<file path="src/rtl/cpu_pkg.sv">
// cpu_pkg: shared constants, fetch FSM states and the IF/ID pipeline record.
package cpu_pkg;
    localparam int ADDR_WIDTH = 32;
    localparam int DATA_WIDTH = 32;
    localparam logic [ADDR_WIDTH-1:0] DEFAULT_RESET_PC = 32'd96;
    localparam logic [DATA_WIDTH-1:0] NOP_INSTR = 32'h0;

    typedef enum logic {FETCH, HOLD} fetch_state_t;

    typedef struct packed {
        logic [DATA_WIDTH-1:0] instr;
        logic [ADDR_WIDTH-1:0] pc4;
        logic                  valid;
    } if_id_t;

    localparam if_id_t IF_ID_BUBBLE = '{instr: NOP_INSTR, pc4: '0, valid: 1'b0};
endpackage

</file>
<file path="src/rtl/fetch_stage_if.sv">
// fetch_stage_if: instruction-memory req/ack handshake.
interface fetch_stage_if #(
    parameter int ADDR_W = 32,
    parameter int DATA_W = 32
);
    logic              req;
    logic [ADDR_W-1:0] addr;
    logic              ack;
    logic [DATA_W-1:0] rdata;

    modport master(output req, addr, input ack, rdata);
    modport slave(input req, addr, output ack, rdata);
endinterface

</file>
<file path="src/rtl/fetch_stage_pc_reg.sv">
// pc_reg: program counter with sync reset and load enable.
module pc_reg #(
    parameter int                ADDR_W   = 32,
    parameter logic [ADDR_W-1:0] RESET_PC = 32'd96
) (
    input  logic              clk,
    input  logic              reset,
    input  logic              load,
    input  logic [ADDR_W-1:0] d,
    output logic [ADDR_W-1:0] q
);
    always_ff @(posedge clk)
        if (reset)
            q <= RESET_PC;
        else if (load)
            q <= d;
endmodule

</file>
<file path="src/rtl/fetch_stage.sv">
// fetch_stage: PC owner, imem requester and IF/ID register loader with stall/redirect handling.
module fetch_stage
    import cpu_pkg::*;
#(
    parameter logic [31:0] RESET_PC = DEFAULT_RESET_PC,
    parameter int          ADDR_W   = ADDR_WIDTH,
    parameter int          DATA_W   = DATA_WIDTH
) (
    input  logic              clk,
    input  logic              reset,
    input  logic              stall,
    input  logic              redirect_valid,
    input  logic [ADDR_W-1:0] redirect_pc,
    fetch_stage_if.master     imem,
    output logic [DATA_W-1:0] if_id_instr,
    output logic [ADDR_W-1:0] if_id_pc4,
    output logic              if_id_valid
);
    fetch_state_t      state;
    logic [ADDR_W-1:0] pc;
    logic [ADDR_W-1:0] pc4;
    logic [ADDR_W-1:0] pc_d;
    logic              pc_load;
    logic              redir_pend;
    logic [ADDR_W-1:0] redir_target;
    if_id_t            hold_buf;
    if_id_t            if_id;

    assign pc4 = pc + ADDR_W'(4);
    // In FETCH the PC moves only on ack; in HOLD only a redirect moves it.
    assign pc_load = (state == FETCH) ? imem.ack : redirect_valid;
    assign pc_d = redirect_valid ? redirect_pc : redir_pend ? redir_target : pc4;

    pc_reg #(.ADDR_W(ADDR_W), .RESET_PC(RESET_PC)) u_pc (
        .clk  (clk),
        .reset(reset),
        .load (pc_load),
        .d    (pc_d),
        .q    (pc)
    );

    assign imem.req  = (state == FETCH);
    assign imem.addr = pc;

    always_ff @(posedge clk) begin
        if (reset) begin
            state        <= FETCH;
            redir_pend   <= 1'b0;
            redir_target <= '0;
            hold_buf     <= '0;
            if_id        <= '0;
        end else if (state == FETCH) begin
            if (redirect_valid) begin
                if_id        <= IF_ID_BUBBLE;
                redir_pend   <= ~imem.ack;
                redir_target <= redirect_pc;
            end else if (imem.ack && redir_pend) begin
                redir_pend <= 1'b0;
                if (!stall)
                    if_id <= IF_ID_BUBBLE;
            end else if (imem.ack && stall) begin
                hold_buf <= '{instr: imem.rdata, pc4: pc4, valid: 1'b1};
                state    <= HOLD;
            end else if (imem.ack) begin
                if_id <= '{instr: imem.rdata, pc4: pc4, valid: 1'b1};
            end else if (!stall) begin
                if_id <= IF_ID_BUBBLE;
            end
        end else begin
            if (redirect_valid) begin
                if_id    <= IF_ID_BUBBLE;
                hold_buf <= '0;
                state    <= FETCH;
            end else if (!stall) begin
                if_id <= hold_buf;
                state <= FETCH;
            end
        end
    end

    assign if_id_instr = if_id.instr;
    assign if_id_pc4   = if_id.pc4;
    assign if_id_valid = if_id.valid;
endmodule

</file>
<file path="src/flat_wrapper.sv">
// flat-port wrapper written by rule: the top's interface ports become plain ports
module fetch_stage_flat import cpu_pkg::*;
#(
    parameter logic [31:0] RESET_PC = DEFAULT_RESET_PC,
    parameter int          ADDR_W   = ADDR_WIDTH,
    parameter int          DATA_W   = DATA_WIDTH
)
  (clk, reset, stall, redirect_valid, redirect_pc, if_id_instr, if_id_pc4, if_id_valid, imem_req, imem_addr, imem_ack, imem_rdata);
  fetch_stage_if #(.ADDR_W(ADDR_W), .DATA_W(DATA_W)) imem_i ();
  input  logic clk;
  input  logic reset;
  input  logic stall;
  input  logic redirect_valid;
  input  logic [ADDR_W-1:0] redirect_pc;
  output logic [DATA_W-1:0] if_id_instr;
  output logic [ADDR_W-1:0] if_id_pc4;
  output logic if_id_valid;
  output wire logic [$bits(imem_i.req)-1:0] imem_req;
  output wire logic [$bits(imem_i.addr)-1:0] imem_addr;
  input wire logic [$bits(imem_i.ack)-1:0] imem_ack;
  input wire logic [$bits(imem_i.rdata)-1:0] imem_rdata;
  assign imem_req = imem_i.req;
  assign imem_addr = imem_i.addr;
  assign imem_i.ack = imem_ack;
  assign imem_i.rdata = imem_rdata;
  fetch_stage #(.RESET_PC(RESET_PC), .ADDR_W(ADDR_W), .DATA_W(DATA_W)) u_core (.clk(clk), .reset(reset), .stall(stall), .redirect_valid(redirect_valid), .redirect_pc(redirect_pc), .imem(imem_i), .if_id_instr(if_id_instr), .if_id_pc4(if_id_pc4), .if_id_valid(if_id_valid));
endmodule
</file>
<file path="config.mk">
export PLATFORM = sky130hd
export DESIGN_NAME = fetch_stage_flat
export DESIGN_NICKNAME = d
export VERILOG_FILES = /design/src/rtl/cpu_pkg.sv /design/src/rtl/fetch_stage_if.sv /design/src/rtl/fetch_stage_pc_reg.sv /design/src/rtl/fetch_stage.sv /design/src/flat_wrapper.sv
export SDC_FILE = /design/constraint.sdc
export NUM_CORES = 1
export LEC_CHECK = 0
export ABC_CLOCK_PERIOD_IN_PS = 2600
export BUFFER_PORTS_ARGS = -buffer_cell sky130_fd_sc_hd__clkbuf_2
export CAP_MARGIN = 20
export CORE_MARGIN = 2
export CORE_UTILIZATION = 25
export CTS_BUF_LIST = sky130_fd_sc_hd__clkbuf_16
export CTS_CLUSTER_DIAMETER = 150
export CTS_CLUSTER_SIZE = 12
export DETAILED_ROUTE_END_ITERATION = 12
export MAX_ROUTING_LAYER = met4
export PLACE_DENSITY_LB_ADDON = 0.1
export SLEW_MARGIN = 0
export SYNTH_ARGS = -nofsm -noshare
export SYNTH_HDL_FRONTEND = slang
export SYNTH_SLANG_ARGS = --single-unit
</file>
<file path="constraint.sdc">
create_clock -name clk -period 2.6 [get_ports clk]
set_input_delay 0.13 -clock clk [delete_from_list [all_inputs] [get_ports clk]]
set_output_delay 0.13 -clock clk [all_outputs]
set_load 0.02 [all_outputs]
</file>
==> impl_metrics.py <==
metrics = {
    "run_status": {
        "status": "completed",
    },
    "timing": {
        "hold_viol_final": 0,
        "fmax_mhz": 428.5,
        "tightest_slew_ps": 888.5,
        "period_needed_ps": 2334,
        "finalWorstSetupSlack_ps": 266.4,
        "setup_viol": 0,
        "rsz0062_at_grt": "no",
        "drv_slew": 0,
        "tns_ps": 0,
        "min_period_over_period_pct": 89.75,
        "fin_skew_ps": 11.21,
        "relSlewSlack_pct": 40.77,
    },
    "routing": {
        "wl_met3_mm": 1.602,
        "dr.pass1.iters": 4,
        "dr_total_vias": 8818,
        "wl_met1_mm": 17.67,
        "maxUsedRoutingLayer": "met4",
        "ant_nets": 0,
        "drc": 0,
        "drt_iter0_drc": 608,
        "post_drt_wl_per_cell_um": 18.44,
        "wl_mm": 33.94,
        "wl_met2_mm": 14.22,
        "vias_per_cell": 4.790,
    },
    "global_route": {
        "grt_util_all_layers_pct": 17.77,
        "grt_max_degree": 142,
        "grt_pass1_wl_mm": 51.11,
        "grt-ovfl-total": 0,
        "grt_pass1_vias": 7939,
        "antenna_found_initial": 0,
    },
    "yosys": {
        "ys.flop_type": "dfxtp_1",
        "synthTopCellsByArea": "dfxtp_1 42%, mux2i_1 7.2%, a21oi_1 7.1%, nor2_1 6.7%, nand2_1 4.3%",
        "synth_edf_count": 0,
        "ys_seq_elements": 196,
        "yosys.area.top_type": "dfxtp_1",
        "synth_top_area_share_pct": 41.72,
        "syn_inst": 1160,
        "ys_async_sr_fraction_pct": 0,
        "ys_types": 66,
        "synth.net_count": 1231,
        "netlist_area_sq_um": 9405,
        "ys_seq_area_share_pct": 41.72,
        "syn_area_per_cell_sq_um": 8.108,
        "yosysWarningCount": 0,
    },
    "pwr": {
        "swShare_pct": 28.94,
        "ir_drop_mv": 0.4890,
        "cellPowerDensity_nw_per_um2": 607.0,
        "seqPwrFrac_pct": 46.0,
        "intPower_mw": 5.060,
        "clockPowerShare_pct": 38.9,
        "p_leak_nw": 4.567,
        "comb_power_share_pct": 15.2,
        "p_sw_mw": 2.061,
        "power_mw": 7.121,
    },
    "worst_setup_path": {
        "required_ps": 2920,
        "cp.arrival_ps": 2660,
        "start_kind": "register",
        "critPathCaptureType": "register",
        "startpoint": "u_core.u_pc.q[3]$_SDFFE_PP0P_",
        "r2r_start": "u_core.u_pc.q[3]$_SDFFE_PP0P_",
        "crit_type": "register to register",
        "critical_path.max_fanout": 7,
    },
    "floorplan": {
        "io-pin-count": 167,
        "dieArea_sq_um": 39190,
        "fp.dieW_um": 198.0,
        "rows": 71,
        "start_util_pct": 25.15,
        "core_sq_um": 37400,
        "die_h_um": 198.0,
    },
    "min_path": {
        "min_path_type": "primary input to register",
        "hp-start": "imem_rdata[27]",
    },
    "cts": {
        "cts_tree": "yes",
        "clock_path_buffers": 2,
        "clk_latency_ps": 450,
        "clk_pin_slew_worst_paths_ps": 70,
        "root_buffer": "clkbuf_16",
        "cts_buffers": 17,
        "htreeDepth": 4,
        "cts.sinks": 196,
    },
    "finish": {
        "mostFrequentLayoutCells": "195 x dfxtp_1, 166 x nor2_1, 165 x clkbuf_2",
        "layout_commonest_cell": "dfxtp_1",
        "layout.nets": 1388,
        "syn_to_final_growth_pct": 24.73,
        "n_fill_cell": 4054,
        "antenna_cells": 0,
        "drive_gt1_share_pct": 18.95,
    },
    "placed_design": {
        "pre_cts_ws_ps": 308.5,
        "hpwl_mm": 23.42,
        "portBuffers": 166,
        "gp_congestion": 0.8156,
    },
    "flow_run": {
        "max_cap_violations": 0,
    },
}
==> path summary, 6_finish.rpt <==
kind | endpoint | slack (ps) | cells after the start
max reg2reg | u_core.if_id_pc4[26]$_SDFFE_PP0P_ | 270 | 7
min | u_core.if_id_instr[27]$_SDFFE_PP0P_ | 50 | 5
max | u_core.if_id_pc4[26]$_SDFFE_PP0P_ | 270 | 7
min reg2reg | u_core.hold_buf[20]$_SDFFE_PP0P_ | 450 | 2
==> state kept, by name (all words and copies together) (netlist names) <==
signal and cells:
u_core.hold_buf 65, u_core.if_id_instr 32, u_core.if_id_pc4 32, u_core.redir_target 32, u_core.u_pc.q 32, u_core.if_id_valid 1
u_core.redir_pend 1, u_core.state 1
==> critical path: stages (launching register included) <==
cell	delay, ps
dfxtp_1	420
ha_1	230
and3_1	310
nand4_1	330
buf_4	290
o31a_1	320
nor3_1	230
o31ai_1	90
==> cell families after synthesis <==
logic type / synth area share (%)
AOI/OAI and AO/OA: 21.48
and+or+nand+nor: 22.30
buffers and inverters: 5.295
adders and majority gates: 0.2660
DFF: 41.72
muxes: 7.357
xor gates and xnor gates: 1.583
==> stage by stage <==
stage	cell area [sq um]	cells	hold WS, ps	util, %
floorplan	9405	1160	230.2	-
global placement	10800	1775	388.2	28.88
detailed placement	10800	1775	393.1	28.88
CTS	11730	1841	22.72	31.37
global route	11730	1841	44.06	31.37
finish	11730	1841	47.43	31.37
==> power groups by stage <==
stage / Sequential [mW] / Clock [mW] / Combinational, mW
2_1_floorplan: 3.38 / 0 / 0.589
3_3_place_gp: 3.34 / 0 / 1.06
3_5_place_dp: 3.34 / 0 / 1.05
4_1_cts: 3.27 / 2.89 / 1.10
5_1_grt: 3.29 / 2.99 / 1.19
6_report: 3.27 / 2.77 / 1.08
==> what timing repair did <==
action,CTS,global route
buffers inserted,0,0
hold endpoints to repair,45,0
hold buffers,34,0
gates resized for setup,0,0
==> cell usage after synthesis (11+ instances only) <==
master	number
nand4_1	16
mux2i_1	68
inv_1	13
a22oi_1	21
buf_2	21
a2bb2oi_1	13
o21ai_0	73
xnor2_1	11
nor2_1	167
nand2_1	107
nand3_1	19
a22o_1	14
clkbuf_1	63
a21oi_1	134
nor3_1	22
nor3b_1	37
o31ai_1	12
dfxtp_1	196
==> per-layer routing <==
| layer | global-route usage [%] | vias to the layer above |
|---|---|---|
| met4 | 5.068 | 0 |
| met1 | 26.37 | 4181 |
| met2 | 24.05 | 180 |
| met5 | - | - |
| met3 | 3.355 | 18 |
| li1 | - | 4439 |
==> layout make-up <==
cell class | instances | area (sq um) | area share, %
Multi-Input combinational cell | 849 | 5009 | 42.69
Sequential cell | 196 | 3928 | 33.48
Inverter | 15 | 56.30 | 0.4799
Tap cell | 511 | 639.4 | 5.450
Clock buffer | 17 | 425.4 | 3.626
Timing Repair Buffer | 238 | 1509 | 12.86
Clock inverter | 15 | 165.2 | 1.408
Note: power is estimated with default switching activity, not from simulation.
